==> src/rtl/cache_mem_arbiter_pkg.sv <==
// rtl/cache_mem_arbiter_pkg.sv - shared types and constants for the cache memory arbiter
//
// Holds the arbiter state encoding and the default widths and timeouts that
// the interface and the arbiter take their parameter defaults from.
package cache_mem_arbiter_pkg;

    // Data-cache line width; the memory port moves one whole line per transaction.
    localparam int DCACHE_LINE_W = 128;

    // Default watchdog limit for a granted memory transaction.
    localparam int ARB_TIMEOUT_CYCLES = 256;

    typedef enum logic [1:0] {
        IDLE    = 2'd0,
        GRANT_D = 2'd1,
        GRANT_I = 2'd2,
        RESP    = 2'd3
    } type_arb_state_e;

endpackage

==> src/rtl/cache_mem_arbiter_if.sv <==
// rtl/cache_mem_arbiter_if.sv - cache-side and memory-side signal bundle of the arbiter
//
// Ports of the bundle:
//   dcache_req_i/wr_i/addr_i/wdata_i, dcache_ack_o/rdata_o : data-cache line fills and writebacks
//   icache_req_i/addr_i, icache_ack_o/rdata_o              : instruction-cache line fills
//   bus_err_o                                              : timeout flag qualified by an ack pulse
//   mem_req_o/wr_o/addr_o/wdata_o, mem_ack_i/rdata_i       : single main-memory port
// Modports:
//   master : arbiter view (drives acks and the memory request)
//   slave  : environment view (caches and memory)
interface cache_mem_arbiter_if
    import cache_mem_arbiter_pkg::*;
#(
    parameter int ADDR_W = 32,
    parameter int LINE_W = DCACHE_LINE_W
) ();

    logic              dcache_req_i;
    logic              dcache_wr_i;
    logic [ADDR_W-1:0] dcache_addr_i;
    logic [LINE_W-1:0] dcache_wdata_i;
    logic              dcache_ack_o;
    logic [LINE_W-1:0] dcache_rdata_o;

    logic              icache_req_i;
    logic [ADDR_W-1:0] icache_addr_i;
    logic              icache_ack_o;
    logic [LINE_W-1:0] icache_rdata_o;

    logic              bus_err_o;

    logic              mem_req_o;
    logic              mem_wr_o;
    logic [ADDR_W-1:0] mem_addr_o;
    logic [LINE_W-1:0] mem_wdata_o;
    logic              mem_ack_i;
    logic [LINE_W-1:0] mem_rdata_i;

    modport master (
        input  dcache_req_i, dcache_wr_i, dcache_addr_i, dcache_wdata_i,
        output dcache_ack_o, dcache_rdata_o,
        input  icache_req_i, icache_addr_i,
        output icache_ack_o, icache_rdata_o,
        output bus_err_o,
        output mem_req_o, mem_wr_o, mem_addr_o, mem_wdata_o,
        input  mem_ack_i, mem_rdata_i
    );

    modport slave (
        output dcache_req_i, dcache_wr_i, dcache_addr_i, dcache_wdata_i,
        input  dcache_ack_o, dcache_rdata_o,
        output icache_req_i, icache_addr_i,
        input  icache_ack_o, icache_rdata_o,
        input  bus_err_o,
        input  mem_req_o, mem_wr_o, mem_addr_o, mem_wdata_o,
        output mem_ack_i, mem_rdata_i
    );

endinterface

==> src/rtl/cache_mem_arbiter.sv <==
// rtl/cache_mem_arbiter.sv - round-robin sharing of the main-memory port between dcache and icache
//
// Ports:
//   clk_i : the only clock
//   rst_i : synchronous active-high reset
//   bus   : cache request/ack pairs and the memory port (cache_mem_arbiter_if.master)
// One whole-line transaction is granted at a time. A grant lasts until memory
// acks or the watchdog expires; the result is returned to the granted cache as
// a one-cycle registered ack, with bus_err_o marking a timed-out transaction.
module cache_mem_arbiter
    import cache_mem_arbiter_pkg::*;
#(
    parameter int ADDR_W         = 32,
    parameter int LINE_W         = DCACHE_LINE_W,
    parameter int TIMEOUT_CYCLES = ARB_TIMEOUT_CYCLES
) (
    input  logic                clk_i,
    input  logic                rst_i,
    cache_mem_arbiter_if.master bus
);

    localparam int                CNT_W = $clog2(TIMEOUT_CYCLES);
    localparam logic [CNT_W-1:0]  TERM  = CNT_W'(TIMEOUT_CYCLES - 1);

    type_arb_state_e  state;
    logic             last_d;
    logic [CNT_W-1:0] cnt;
    logic             pick_d;
    logic             done;

    // dcache wins when alone, or on a tie when icache was served last.
    assign pick_d = bus.dcache_req_i && (!bus.icache_req_i || !last_d);

    // An ack on the terminal count still completes normally.
    assign done = bus.mem_ack_i || (cnt == TERM);

    always_ff @(posedge clk_i) begin
        if (rst_i) begin
            state              <= IDLE;
            last_d             <= 1'b0;
            cnt                <= '0;
            bus.mem_req_o      <= 1'b0;
            bus.mem_wr_o       <= 1'b0;
            bus.mem_addr_o     <= {ADDR_W{1'b0}};
            bus.mem_wdata_o    <= {LINE_W{1'b0}};
            bus.dcache_ack_o   <= 1'b0;
            bus.dcache_rdata_o <= {LINE_W{1'b0}};
            bus.icache_ack_o   <= 1'b0;
            bus.icache_rdata_o <= {LINE_W{1'b0}};
            bus.bus_err_o      <= 1'b0;
        end else begin
            case (state)
                IDLE: begin
                    if (bus.dcache_req_i || bus.icache_req_i) begin
                        if (pick_d) begin
                            state           <= GRANT_D;
                            bus.mem_wr_o    <= bus.dcache_wr_i;
                            bus.mem_addr_o  <= bus.dcache_addr_i;
                            bus.mem_wdata_o <= bus.dcache_wdata_i;
                            last_d          <= 1'b1;
                        end else begin
                            state           <= GRANT_I;
                            bus.mem_wr_o    <= 1'b0;
                            bus.mem_addr_o  <= bus.icache_addr_i;
                            bus.mem_wdata_o <= {LINE_W{1'b0}};
                            last_d          <= 1'b0;
                        end
                        cnt           <= '0;
                        bus.mem_req_o <= 1'b1;
                    end
                end

                GRANT_D, GRANT_I: begin
                    // Saturating watchdog; the grant ends on TERM so it never wraps.
                    if (cnt != TERM) begin
                        cnt <= cnt + 1'b1;
                    end
                    if (done) begin
                        state         <= RESP;
                        bus.mem_req_o <= 1'b0;
                        bus.bus_err_o <= !bus.mem_ack_i;
                        if (state == GRANT_D) begin
                            bus.dcache_ack_o   <= 1'b1;
                            bus.dcache_rdata_o <= bus.mem_ack_i ? bus.mem_rdata_i : {LINE_W{1'b0}};
                        end else begin
                            bus.icache_ack_o   <= 1'b1;
                            bus.icache_rdata_o <= bus.mem_ack_i ? bus.mem_rdata_i : {LINE_W{1'b0}};
                        end
                    end
                end

                RESP: begin
                    state              <= IDLE;
                    bus.dcache_ack_o   <= 1'b0;
                    bus.icache_ack_o   <= 1'b0;
                    bus.bus_err_o      <= 1'b0;
                    bus.dcache_rdata_o <= {LINE_W{1'b0}};
                    bus.icache_rdata_o <= {LINE_W{1'b0}};
                end

                default: state <= IDLE;
            endcase
        end
    end

endmodule

==> src/flat_wrapper.sv <==
// flat-port wrapper written by rule: the top's interface ports become plain ports
module cache_mem_arbiter_flat import cache_mem_arbiter_pkg::*;
#(
    parameter int ADDR_W         = 32,
    parameter int LINE_W         = DCACHE_LINE_W,
    parameter int TIMEOUT_CYCLES = ARB_TIMEOUT_CYCLES
)
  (clk_i, rst_i, bus_dcache_req_i, bus_dcache_wr_i, bus_dcache_addr_i, bus_dcache_wdata_i, bus_dcache_ack_o, bus_dcache_rdata_o, bus_icache_req_i, bus_icache_addr_i, bus_icache_ack_o, bus_icache_rdata_o, bus_bus_err_o, bus_mem_req_o, bus_mem_wr_o, bus_mem_addr_o, bus_mem_wdata_o, bus_mem_ack_i, bus_mem_rdata_i);
  cache_mem_arbiter_if #(.ADDR_W(ADDR_W), .LINE_W(LINE_W)) bus_i ();
  input  logic clk_i;
  input  logic rst_i;
  input wire logic [$bits(bus_i.dcache_req_i)-1:0] bus_dcache_req_i;
  input wire logic [$bits(bus_i.dcache_wr_i)-1:0] bus_dcache_wr_i;
  input wire logic [$bits(bus_i.dcache_addr_i)-1:0] bus_dcache_addr_i;
  input wire logic [$bits(bus_i.dcache_wdata_i)-1:0] bus_dcache_wdata_i;
  output wire logic [$bits(bus_i.dcache_ack_o)-1:0] bus_dcache_ack_o;
  output wire logic [$bits(bus_i.dcache_rdata_o)-1:0] bus_dcache_rdata_o;
  input wire logic [$bits(bus_i.icache_req_i)-1:0] bus_icache_req_i;
  input wire logic [$bits(bus_i.icache_addr_i)-1:0] bus_icache_addr_i;
  output wire logic [$bits(bus_i.icache_ack_o)-1:0] bus_icache_ack_o;
  output wire logic [$bits(bus_i.icache_rdata_o)-1:0] bus_icache_rdata_o;
  output wire logic [$bits(bus_i.bus_err_o)-1:0] bus_bus_err_o;
  output wire logic [$bits(bus_i.mem_req_o)-1:0] bus_mem_req_o;
  output wire logic [$bits(bus_i.mem_wr_o)-1:0] bus_mem_wr_o;
  output wire logic [$bits(bus_i.mem_addr_o)-1:0] bus_mem_addr_o;
  output wire logic [$bits(bus_i.mem_wdata_o)-1:0] bus_mem_wdata_o;
  input wire logic [$bits(bus_i.mem_ack_i)-1:0] bus_mem_ack_i;
  input wire logic [$bits(bus_i.mem_rdata_i)-1:0] bus_mem_rdata_i;
  assign bus_i.dcache_req_i = bus_dcache_req_i;
  assign bus_i.dcache_wr_i = bus_dcache_wr_i;
  assign bus_i.dcache_addr_i = bus_dcache_addr_i;
  assign bus_i.dcache_wdata_i = bus_dcache_wdata_i;
  assign bus_dcache_ack_o = bus_i.dcache_ack_o;
  assign bus_dcache_rdata_o = bus_i.dcache_rdata_o;
  assign bus_i.icache_req_i = bus_icache_req_i;
  assign bus_i.icache_addr_i = bus_icache_addr_i;
  assign bus_icache_ack_o = bus_i.icache_ack_o;
  assign bus_icache_rdata_o = bus_i.icache_rdata_o;
  assign bus_bus_err_o = bus_i.bus_err_o;
  assign bus_mem_req_o = bus_i.mem_req_o;
  assign bus_mem_wr_o = bus_i.mem_wr_o;
  assign bus_mem_addr_o = bus_i.mem_addr_o;
  assign bus_mem_wdata_o = bus_i.mem_wdata_o;
  assign bus_i.mem_ack_i = bus_mem_ack_i;
  assign bus_i.mem_rdata_i = bus_mem_rdata_i;
  cache_mem_arbiter #(.ADDR_W(ADDR_W), .LINE_W(LINE_W), .TIMEOUT_CYCLES(TIMEOUT_CYCLES)) u_core (.clk_i(clk_i), .rst_i(rst_i), .bus(bus_i));
endmodule
==> config.mk <==
export PLATFORM = sky130hd
export DESIGN_NAME = cache_mem_arbiter_flat
export DESIGN_NICKNAME = d
export VERILOG_FILES = /design/src/rtl/cache_mem_arbiter_pkg.sv /design/src/rtl/cache_mem_arbiter_if.sv /design/src/rtl/cache_mem_arbiter.sv /design/src/flat_wrapper.sv
export SDC_FILE = /design/constraint.sdc
export NUM_CORES = 1
export LEC_CHECK = 0
export CORE_AREA = 2 2 292 294
export CTS_CLUSTER_DIAMETER = 120
export CTS_CLUSTER_SIZE = 20
export DETAILED_ROUTE_END_ITERATION = 10
export DIE_AREA = 0 0 294 296
export MAX_ROUTING_LAYER = met4
export PLACE_DENSITY = 0.55
export SETUP_SLACK_MARGIN = 0.1
export SLEW_MARGIN = 25
export SYNTH_ARGS = -nofsm -noshare
export SYNTH_HDL_FRONTEND = slang
export SYNTH_SLANG_ARGS = --single-unit
==> constraint.sdc <==
create_clock -name clk_i -period 2.3 [get_ports clk_i]
set_clock_uncertainty 0.1 [all_clocks]
set_input_delay 0.46 -clock clk_i [delete_from_list [all_inputs] [get_ports clk_i]]
set_output_delay 0.46 -clock clk_i [all_outputs]
set_load 0.05 [all_outputs]
; ---- Word-level counts from Yosys, hierarchy flattened
; Index checks and enable logic that the tools add are counted.
[op_classes]
n_addsub = 1
reduce_logical = 18
muxes = 29
eq_ne = 10
[op_table]
columns = operator, n
row1 = two-way mux 128 bit, 6
row2 = one-hot mux 128 bit (2 select lines), 2
row3 = two-way mux 32 bit, 1
row4 = two-way mux 8 bit, 2
row5 = one-hot mux 8 bit (2 select lines), 1
row6 = AND reduction 3 bit, 4
row7 = two-way mux 1 bit, 9
row8 = adder 8 x 1 -> 8 bit (second input constant), 1
row9 = equality test 8 bit (second input constant), 1
row10 = inequality test 2 x 1 -> 1 bit (second input constant), 4
row11 = inequality test 8 bit (second input constant), 1
row12 = one-hot mux 1 bit (2 select lines), 4
row13 = two-way mux 2 bit, 3
row14 = one-hot mux 2 bit (3 select lines), 1
row15 = AND reduction 2 bit, 3
row16 = equality test 2 bit (second input constant), 2
row17 = nonzero test 2 bit, 2
row18 = zero test 1 bit, 3
row19 = logical OR 1 bit, 3
row20 = equality test 2 x 1 -> 1 bit (second input constant), 1
row21 = zero test 2 bit, 1
row22 = inequality test 2 bit (second input constant), 1
row23 = OR reduction 2 bit, 1
row24 = logical AND 1 bit, 1
[totals]
out_inout_bits = 421
regBits = 432
inputBits = 326

; ---- Depth between registers and ports, before layout
; Gate-level depths: netlist (run 1).
[depth]
depth_word = 6
depth_mapped = 8
ltp_nobuf = 6

; ---- Worst setup path before layout (run 1)
; OpenSTA, ideal clock, no wires.
[synth_path]
kind = register to register
start = register u_core.state[0]
end = register u_core.cnt[4]
setup_time_ns = 0.070
t_arrival_ns = 1.744
required_time_ns = 2.130
n_path_buf = 0
stages_incl_launch_ff = 7
path_slack_ns = 0.386
path_cell_list = dfxtp_1 > inv_1 > ha_1 > nor3b_1 > a311o_1 > or4_1 > a21oi_1
[synth_between]
elab_chain_cells = 4
[synth_lines]
columns = element, line_no
row1 = from (decl), cache_mem_arbiter.sv:25  ; type_arb_state_e state;
row2 = from (signal assigned), cache_mem_arbiter.sv:39  ; state <= IDLE;
row3 = from (signal assigned), cache_mem_arbiter.sv:56  ; state <= GRANT_D;
row4 = from (signal assigned), cache_mem_arbiter.sv:62  ; state <= GRANT_I;
row5 = equality test 2 bit / equality test 2 x 1 -> 1 bit (equally long branches), cache_mem_arbiter.sv:52  ; case (state)
row6 = OR reduction 2 bit, cache_mem_arbiter.sv:52
row7 = inequality test 2 x 1 -> 1 bit (no line) / nonzero test 2 bit (equally long branches), n/a
row8 = AND reduction 3 bit (no line), n/a
row9 = to (signal assigned), cache_mem_arbiter.sv:76  ; cnt <= cnt + 1'b1;
row10 = to (decl), cache_mem_arbiter.sv:27  ; logic [CNT_W-1:0] cnt;
; Several ways; a longest one is shown, not always the timed one.
; A chain may end at the register's enable or synchronous reset.

; ---- Final worst setup path (run 1)
[layout_path]
start = register u_core.bus.icache_rdata_o[127]
end = output port bus_icache_rdata_o[127]
[layout_rtl]
columns = element, line_no
row1 = from (decl), cache_mem_arbiter_if.sv:43  ; output icache_ack_o, icache_rdata_o,
row2 = from (signal assigned), cache_mem_arbiter.sv:49  ; bus.icache_rdata_o <= {LINE_W{1'b0}};
row3 = from (signal assigned), cache_mem_arbiter.sv:87  ; bus.icache_rdata_o <= bus.mem_ack_i ? bus.mem_rdata_i : {LINE_W{1'b0}};
row4 = from (signal assigned), cache_mem_arbiter.sv:98  ; bus.icache_rdata_o <= {LINE_W{1'b0}};
row5 = to (decl), flat_wrapper.sv:21  ; output wire logic [$bits(bus_i.icache_rdata_o)-1:0] bus_icache_rdata_o;
; No word-level cell between the ends.

==> results.txt, run 1 <==
----------------------------------------------------
[CTS]
  Buffer depth of the longest clock path ... 3
  Root Buffer ... sky130_fd_sc_hd__clkbuf_16
  CTS tree ... done
  Clk Latency, worst-skew pair ... 580 ps
  # H-tree levels ... 1
  Register clock-pin slew on the reported worst setup and hold paths ... 90 ps
  CTS hold repair buffers ... 0
  TritonCTS Buffers ... 25
  Clock sinks ... 432
  Post-CTS setup-driven buffer insertion count ... 0

[Die]
  Die Y-Extent ... 296 um
  Number of placement rows ... 107
  Count of boundary I/O pins ... 747
  Die Span X ... 294 um
  Effective utilization at floorplan ... 0.209
  Placeable core region ... 84,200 sq um
  Die footprint ... 87,000 sq um

[Synth]
  Gate count after technology mapping ... 1,648
  Yosys cell types ... 45
  Sequential share of the synthesized area ... 0.492
  Netlist area before placement ... 17,600 sq um
  Post-synth ARST share ... 0
  Most common flop cell mapped by yosys ... sky130_fd_sc_hd__dfxtp_1
  Top-area cell type share of the netlist area ... 0.492
  Number of warnings printed during yosys synthesis ... 0
  Cell taking the most area after synthesis ... sky130_fd_sc_hd__dfxtp_1
  Top cells by area, synth ... sky130_fd_sc_hd__dfxtp_1 49%, sky130_fd_sc_hd__mux2i_1 16%, sky130_fd_sc_hd__or2b_2 9.3%
  Post-Synthesis Mean Instance Area ... 10.7 sq um
  Count of state elements after synthesis ... 432
  Synthesized Nets ... 1,981
  Number of synthesized flops with an enable pin ... 0

[Worst setup path]
  Data arrival time of the critical path ... 1570 ps
  Startpoint of the worst-slack reg-to-reg timing path ... u_core.state[1]$_SDFFE_PP0P_
  Worst Path Max Fanout ... 2
  Critical path startpoint category ... register
  Kind of cell adding the most delay to the critical path ... buffers and inverters
  Endpoint of the worst register-to-register path ... u_core.cnt[4]$_SDFFE_PP0P_
  Type of the setup path with the least slack ... reg -> out
  Worst setup EP type ... output pin
  Slowest stage cell, crit path ... sky130_fd_sc_hd__dlygate4sd2_1
  Worst Reg2Reg Path Length in Cells ... 7
  WP depth ... 1
  Reg2Reg Setup Slack ... 220 ps
  Number of buffers and inverters on the critical path ... 1
  Req. time, crit path ... 1740 ps
  Worst-path cell chain ... dlygate4sd2_1
  Largest stage delay on the critical path ... 580 ps

[GRT]
  Vias in the first global route ... 15,000
  Gr ovfl total ... 0
  Antenna violations before repair ... 5
  Global-route wire length before repair ... 93,800 um
  Aggregate global-route resource usage ... 0.142
  Pin count of the biggest net entering global routing ... 111

[Timing]
  Setup repair after global routing missed its margin ... no
  Total count of hold-check failures in the final report ... 0
  Count of final setup violators ... 0
  Final TNS setup ... 0 ps
  Number of pins with negative max-slew slack in the final report ... 0
  Crit share post-route ... 0.928
  Worst Max-Slew Pin Slew ... 606 ps
  Fmax ... 469 MHz
  Minimum period implied by the final worst setup slack ... 2130 ps
  Relative slew slack ... 0.598

[Cells and area]
  NumNets Final ... 2,698
  Layout fillers ... 8,769
  Share of cells above drive strength 1 ... 0.148
  Area added between synthesis and finish ... 49.6%
  Share of the core filled with cells ... 0.312

[Placement]
  Port Buffer Count ... 746
  DP HPWL ... 49,200 um
  Final estimated routing congestion in global placement ... 0.868

[Power]
  Standby leakage power ... 12.3 nW
  VDD IR max ... 0.000638 V
  Total Power Consumption ... 30.5 mW
  P per Cell Area ... 1160 nW/um^2

[Detailed routing]
  Number of vias per cell ... 4.17
  Wirelength, routed ... 63,700 um
  Iter 0 DRT Violations ... 588
  Post-detailed-route count of antenna-violating nets ... 0
  Via Count ... 14,400
  Number of detailed-route iterations in the first pass ... 5
  Drc violations ... 0
  Wire per inst ... 18.4 um

[Hold path]
  Classification of the worst-slack hold path ... in -> reg
  Launch point of the worst hold path ... rst_i
  Worst Hold Path Cells ... 3
  Hold Crit Endpoint ... u_core.bus.mem_wdata_o[78]$_SDFFE_PP0P_

[Job]
  Max capacitance violation total ... 0

[Outcome]
  Status ... finished clean

----------------------------------------------------
[synthesized netlist by cell type (6+ instances only)]
library cell,count
sky130_fd_sc_hd__ha_1,7
sky130_fd_sc_hd__o21ai_0,6
sky130_fd_sc_hd__buf_2,12
sky130_fd_sc_hd__nor2_1,175
sky130_fd_sc_hd__nand2b_1,70
sky130_fd_sc_hd__a21oi_1,12
sky130_fd_sc_hd__mux2i_1,289
sky130_fd_sc_hd__nand2_1,132
sky130_fd_sc_hd__buf_4,11
sky130_fd_sc_hd__a22oi_1,129
sky130_fd_sc_hd__buf_12,26
sky130_fd_sc_hd__or2b_2,186
sky130_fd_sc_hd__dfxtp_1,432
sky130_fd_sc_hd__clkbuf_8,9
sky130_fd_sc_hd__clkbuf_1,69
sky130_fd_sc_hd__a211oi_1,37
[kinds of logic after synthesis]
group,synth area share
adders and majority gates,0.00498
DFF,0.492
and+or+nand+nor,0.193
buffers and inverters,0.0626
muxes,0.165
AOI/OAI and AO/OA,0.0832
[routing by layer]
layer  vias up  GRT usage  part of all wire
met5         -          -                 0
met4         0     0.0270             0.019
met3        49     0.0456             0.086
met2       504      0.257              0.51
met1      6865      0.152              0.38
li1       7020          -                 -
[through the flow]
| stage | cells | setup WS (ps) | hold slack (ps) | instance area [sq um] |
|---|---|---|---|---|
| floorplan | 1648 | 386 | 355 | 17600 |
| global placement | 3428 | 32.6 | 362 | 26100 |
| detailed placement | 3428 | -13.5 | 367 | 26100 |
| CTS | 3454 | 105 | 272 | 26300 |
| global route | 3459 | 109 | 294 | 26300 |
| finish | 3460 | 166 | 302 | 26300 |
[cell usage in the layout (no fill, tap or decap), types with 3 or more instances in the layout]
master,instances
sky130_fd_sc_hd__nand2b_1,70
sky130_fd_sc_hd__buf_4,100
sky130_fd_sc_hd__diode_2,6
sky130_fd_sc_hd__or2b_2,186
sky130_fd_sc_hd__a211oi_1,37
sky130_fd_sc_hd__nand3_1,5
sky130_fd_sc_hd__o21ai_0,6
sky130_fd_sc_hd__a22oi_1,129
sky130_fd_sc_hd__dfxtp_1,431
sky130_fd_sc_hd__o31ai_1,3
sky130_fd_sc_hd__nor2_1,175
sky130_fd_sc_hd__clkbuf_16,25
sky130_fd_sc_hd__ha_1,7
sky130_fd_sc_hd__mux2i_1,289
sky130_fd_sc_hd__inv_1,5
sky130_fd_sc_hd__nand2_1,132
sky130_fd_sc_hd__dlygate4sd2_1,373
sky130_fd_sc_hd__clkdlybuf4s50_1,324
sky130_fd_sc_hd__a21oi_1,12
sky130_fd_sc_hd__buf_12,22
[area by class of cell]
cell class,instances,area (sq um),area share
Timing Repair Buffer,821,7730,0.294
Tap cell,1090,1360,0.0519
Clock inverter,1,8.76,0.000333
Clock buffer,25,626,0.0238
Antenna cell,6,15.0,0.000571
Multi-Input combinational cell,1080,7880,0.300
Inverter,5,18.8,0.000714
Sequential cell,432,8650,0.329
[report_power, final]
group	switching [mW]	total [mW]	internal (mW)	leakage, nW
clock	2.57	4.51	1.94	0.313
combinational	10.5	16.2	5.67	8.45
sequential	0.809	9.82	9.01	3.52
total	13.9	30.5	16.6	12.3
[state kept, by name (all words and copies together) (netlist names), 2 cells and up]
name / cells
u_core.bus.mem_addr_o: 32
u_core.bus.icache_rdata_o: 128
u_core.state: 2
u_core.cnt: 8
u_core.bus.mem_wdata_o: 128
u_core.bus.dcache_rdata_o: 128
[worst max-delay path by stage]
stage	to	start	slack [ps]
after floorplan	u_core.cnt[4]$_SDFFE_PP0P_	u_core.state[0]$_SDFFE_PP0P_	390
after global placement	u_core.bus.icache_rdata_o[14]$_SDFFE_PP0P_	bus_mem_ack_i	30
after detailed placement	u_core.bus.dcache_rdata_o[98]$_SDFFE_PP0P_	bus_mem_ack_i	-10
after CTS	u_core.bus.dcache_rdata_o[98]$_SDFFE_PP0P_	u_core.state[1]$_SDFFE_PP0P_	110
after global routing	bus_icache_rdata_o[60]	u_core.bus.icache_rdata_o[60]$_SDFFE_PP0P_	110
final	bus_icache_rdata_o[127]	u_core.bus.icache_rdata_o[127]$_SDFFE_PP0P_	170
[worst reg2reg max path, delay by kind of cell (launching register included)]
family,cells,cell delay (ps)
AO/OA/AOI/OAI,2,470
adder cells (fa/ha/maj),1,260
buffers and inverters,2,240
flip-flops,1,370
AND/OR/NAND/NOR,2,580
[what timing repair did]
| item | 4_1_cts | 5_1_grt |
|---|---|---|
| hold endpoints to repair | 0 | 0 |
| resized for setup | 373 | 2 |
| endpoints found under the setup margin | 373 | 19 |
Note: power is estimated with default switching activity, not from simulation.
==> run 2: changes to the inputs <==
Settings changed: REMOVE_ABC_BUFFERS set to 1.
==> results.txt, run 2 (synthesized netlist as in run 1, its figures left out) <==
----------------------------------------------------
[Worst setup path]
  Slowest stage cell, crit path ... sky130_fd_sc_hd__dlygate4sd2_1
  Worst Reg2Reg Path Length in Cells ... 8
  Number of buffers and inverters on the critical path ... 1
  Reg2Reg Setup Slack ... 280 ps
  Data arrival time of the critical path ... 1590 ps
  Req. time, crit path ... 1740 ps
  Critical path startpoint category ... register
  Startpoint of the worst-slack reg-to-reg timing path ... u_core.state[1]$_SDFFE_PP0P_
  Endpoint of the worst register-to-register path ... u_core.cnt[0]$_SDFFE_PP0P_
  Worst setup EP type ... output pin
  Worst-path cell chain ... dlygate4sd2_1
  Kind of cell adding the most delay to the critical path ... buffers and inverters
  Worst Path Max Fanout ... 2
  Type of the setup path with the least slack ... reg -> out
  Largest stage delay on the critical path ... 570 ps

[Cells and area]
  Largest registers ... u_core.bus.dcache_rdata_o x128, u_core.bus.icache_rdata_o x128, u_core.bus.mem_wdata_o x128
  NumNets Final ... 2,701
  Leading cell type in the layout, fill and taps excluded ... sky130_fd_sc_hd__dfxtp_1
  Share of cells above drive strength 1 ... 0.136
  Area added between synthesis and finish ... 50.6%
  Share of the core filled with cells ... 0.314
  Layout fillers ... 8,745
  Most used cells in the layout excluding fill and tap cells ... 431 x sky130_fd_sc_hd__dfxtp_1, 407 x sky130_fd_sc_hd__dlygate4sd2_1, 324 x sky130_fd_sc_hd__clkdlybuf4s50_1, 289 x sky130_fd_sc_hd__mux2i_1, 186 x sky130_fd_sc_hd__or2b_2

[Timing]
  Relative slew slack ... 0.597
  Crit share post-route ... 0.934
  Fmax ... 466 MHz
  Post-route worst hold slack ... 356 ps
  Count of final setup violators ... 0
  Worst Max-Slew Pin Slew ... 607 ps
  Number of pins with negative max-slew slack in the final report ... 0
  Total count of hold-check failures in the final report ... 0
  Minimum period implied by the final worst setup slack ... 2150 ps
  Setup repair after global routing missed its margin ... no
  Final TNS setup ... 0 ps

[Outcome]
  Status ... finished clean

[Detailed routing]
  Drc violations ... 0
  Met1 Wirelength ... 27,600 um
  Number of vias per cell ... 4.16
  Iter 0 DRT Violations ... 609
  Wirelength, routed ... 65,400 um
  Topmost layer with routed signal wires ... met4
  Via Count ... 14,400
  Number of detailed-route iterations in the first pass ... 5
  Met2 wire length ... 33,000 um
  Wire per inst ... 18.9 um
  Post-detailed-route count of antenna-violating nets ... 0
  Met3 layer wire length in the routed design ... 3210 um

[Die]
  Effective utilization at floorplan ... 0.209
  Die Span X ... 294 um
  Die footprint ... 87,000 sq um
  Number of placement rows ... 107
  Die Y-Extent ... 296 um
  Count of boundary I/O pins ... 747
  Placeable core region ... 84,200 sq um

[GRT]
  Gr ovfl total ... 0
  Antenna violations before repair ... 4
  Aggregate global-route resource usage ... 0.145
  Pin count of the biggest net entering global routing ... 106
  Global-route wire length before repair ... 96,100 um
  Vias in the first global route ... 15,000

[Placement]
  Final estimated routing congestion in global placement ... 0.829
  DP HPWL ... 48,700 um
  Port Buffer Count ... 746

[CTS]
  Buffer depth of the longest clock path ... 3
  CTS tree ... done
  # H-tree levels ... 1
  Clock sinks ... 432
  TritonCTS Buffers ... 25
  Root Buffer ... sky130_fd_sc_hd__clkbuf_16
  Register clock-pin slew on the reported worst setup and hold paths ... 80 ps
  Clk Latency, worst-skew pair ... 570 ps
  CTS hold repair buffers ... 0

[Power]
  Standby leakage power ... 12.4 nW
  Total Power Consumption ... 31.0 mW
  P per Cell Area ... 1170 nW/um^2
  VDD IR max ... 0.000541 V

[Job]
  Max capacitance violation total ... 0

[Hold path]
  Hold Crit Endpoint ... u_core.bus.mem_wdata_o[92]$_SDFFE_PP0P_
  Classification of the worst-slack hold path ... in -> reg
  Launch point of the worst hold path ... rst_i
  Worst Hold Path Cells ... 3

----------------------------------------------------
## run 2: repair_timing
item | 4_1_cts | 5_1_grt
resized for setup | 422 | 7
pin swaps | 3 | 2
setup buffers | 5 | 1
gates cloned | 2 | 0
setup endpoints to repair | 613 | 247
## run 2: power by group
part           internal [mW]  switching (mW)
logic                   5.84            10.8
registers               9.01           0.783
clock network           1.98            2.60
## run 2: worst max path at each step
stage / from / end / slack [ps] / cells past startpoint
final: u_core.bus.mem_wdata_o[7]$_SDFFE_PP0P_ / bus_mem_wdata_o[7] / 150 / 1
after CTS: u_core.state[1]$_SDFFE_PP0P_ / u_core.bus.icache_rdata_o[15]$_SDFFE_PP0P_ / 60 / 8
after detailed placement: u_core.state[1]$_SDFFE_PP0P_ / u_core.bus.icache_rdata_o[28]$_SDFFE_PP0P_ / -60 / 7
after floorplan: u_core.state[0]$_SDFFE_PP0P_ / u_core.bus.dcache_rdata_o[0]$_SDFFE_PP0P_ / -5800 / 4
after global routing: u_core.bus.mem_wdata_o[74]$_SDFFE_PP0P_ / bus_mem_wdata_o[74] / 110 / 1
after global placement: bus_dcache_req_i / u_core.cnt[0]$_SDFFE_PP0P_ / 10 / 7
## run 2: cell type report
class | instances | area (sq um) | share of cell area
flip-flops and latches | 432 | 8650 | 0.327
multi-input cells | 1081 | 7910 | 0.299
repair buffers | 823 | 7870 | 0.297
well taps | 1090 | 1360 | 0.0515
clock buffers | 26 | 639 | 0.0242
inverters | 5 | 18.8 | 0.000709
clock inverters | 1 | 8.76 | 0.000331
diodes | 3 | 7.51 | 0.000284
## run 2: worst register-to-register path, stage by stage, from the launching register on
cell	delay (ps)
sky130_fd_sc_hd__dfxtp_2	380
sky130_fd_sc_hd__inv_2	80
sky130_fd_sc_hd__ha_4	160
sky130_fd_sc_hd__nor3b_1	140
sky130_fd_sc_hd__buf_4	140
sky130_fd_sc_hd__a311o_1	330
sky130_fd_sc_hd__buf_4	160
sky130_fd_sc_hd__or3_1	320
sky130_fd_sc_hd__a21oi_1	150
## run 2: stage by stage
step / setup WS [ps] / area (sq um) / instances
after floorplan: -5800 / 16500 / 1517
after global placement: 13.7 / 26100 / 3423
after detailed placement: -62.3 / 26100 / 3423
after CTS: 57.9 / 26400 / 3457
after global routing: 112 / 26500 / 3460
final: 153 / 26500 / 3461
## run 2: layer usage
layer / up-vias / global-route usage
li1: 7009 / -
met1: 6910 / 0.177
met2: 383 / 0.247
met3: 84 / 0.0215
met4: 0 / 0.0418
met5: - / -
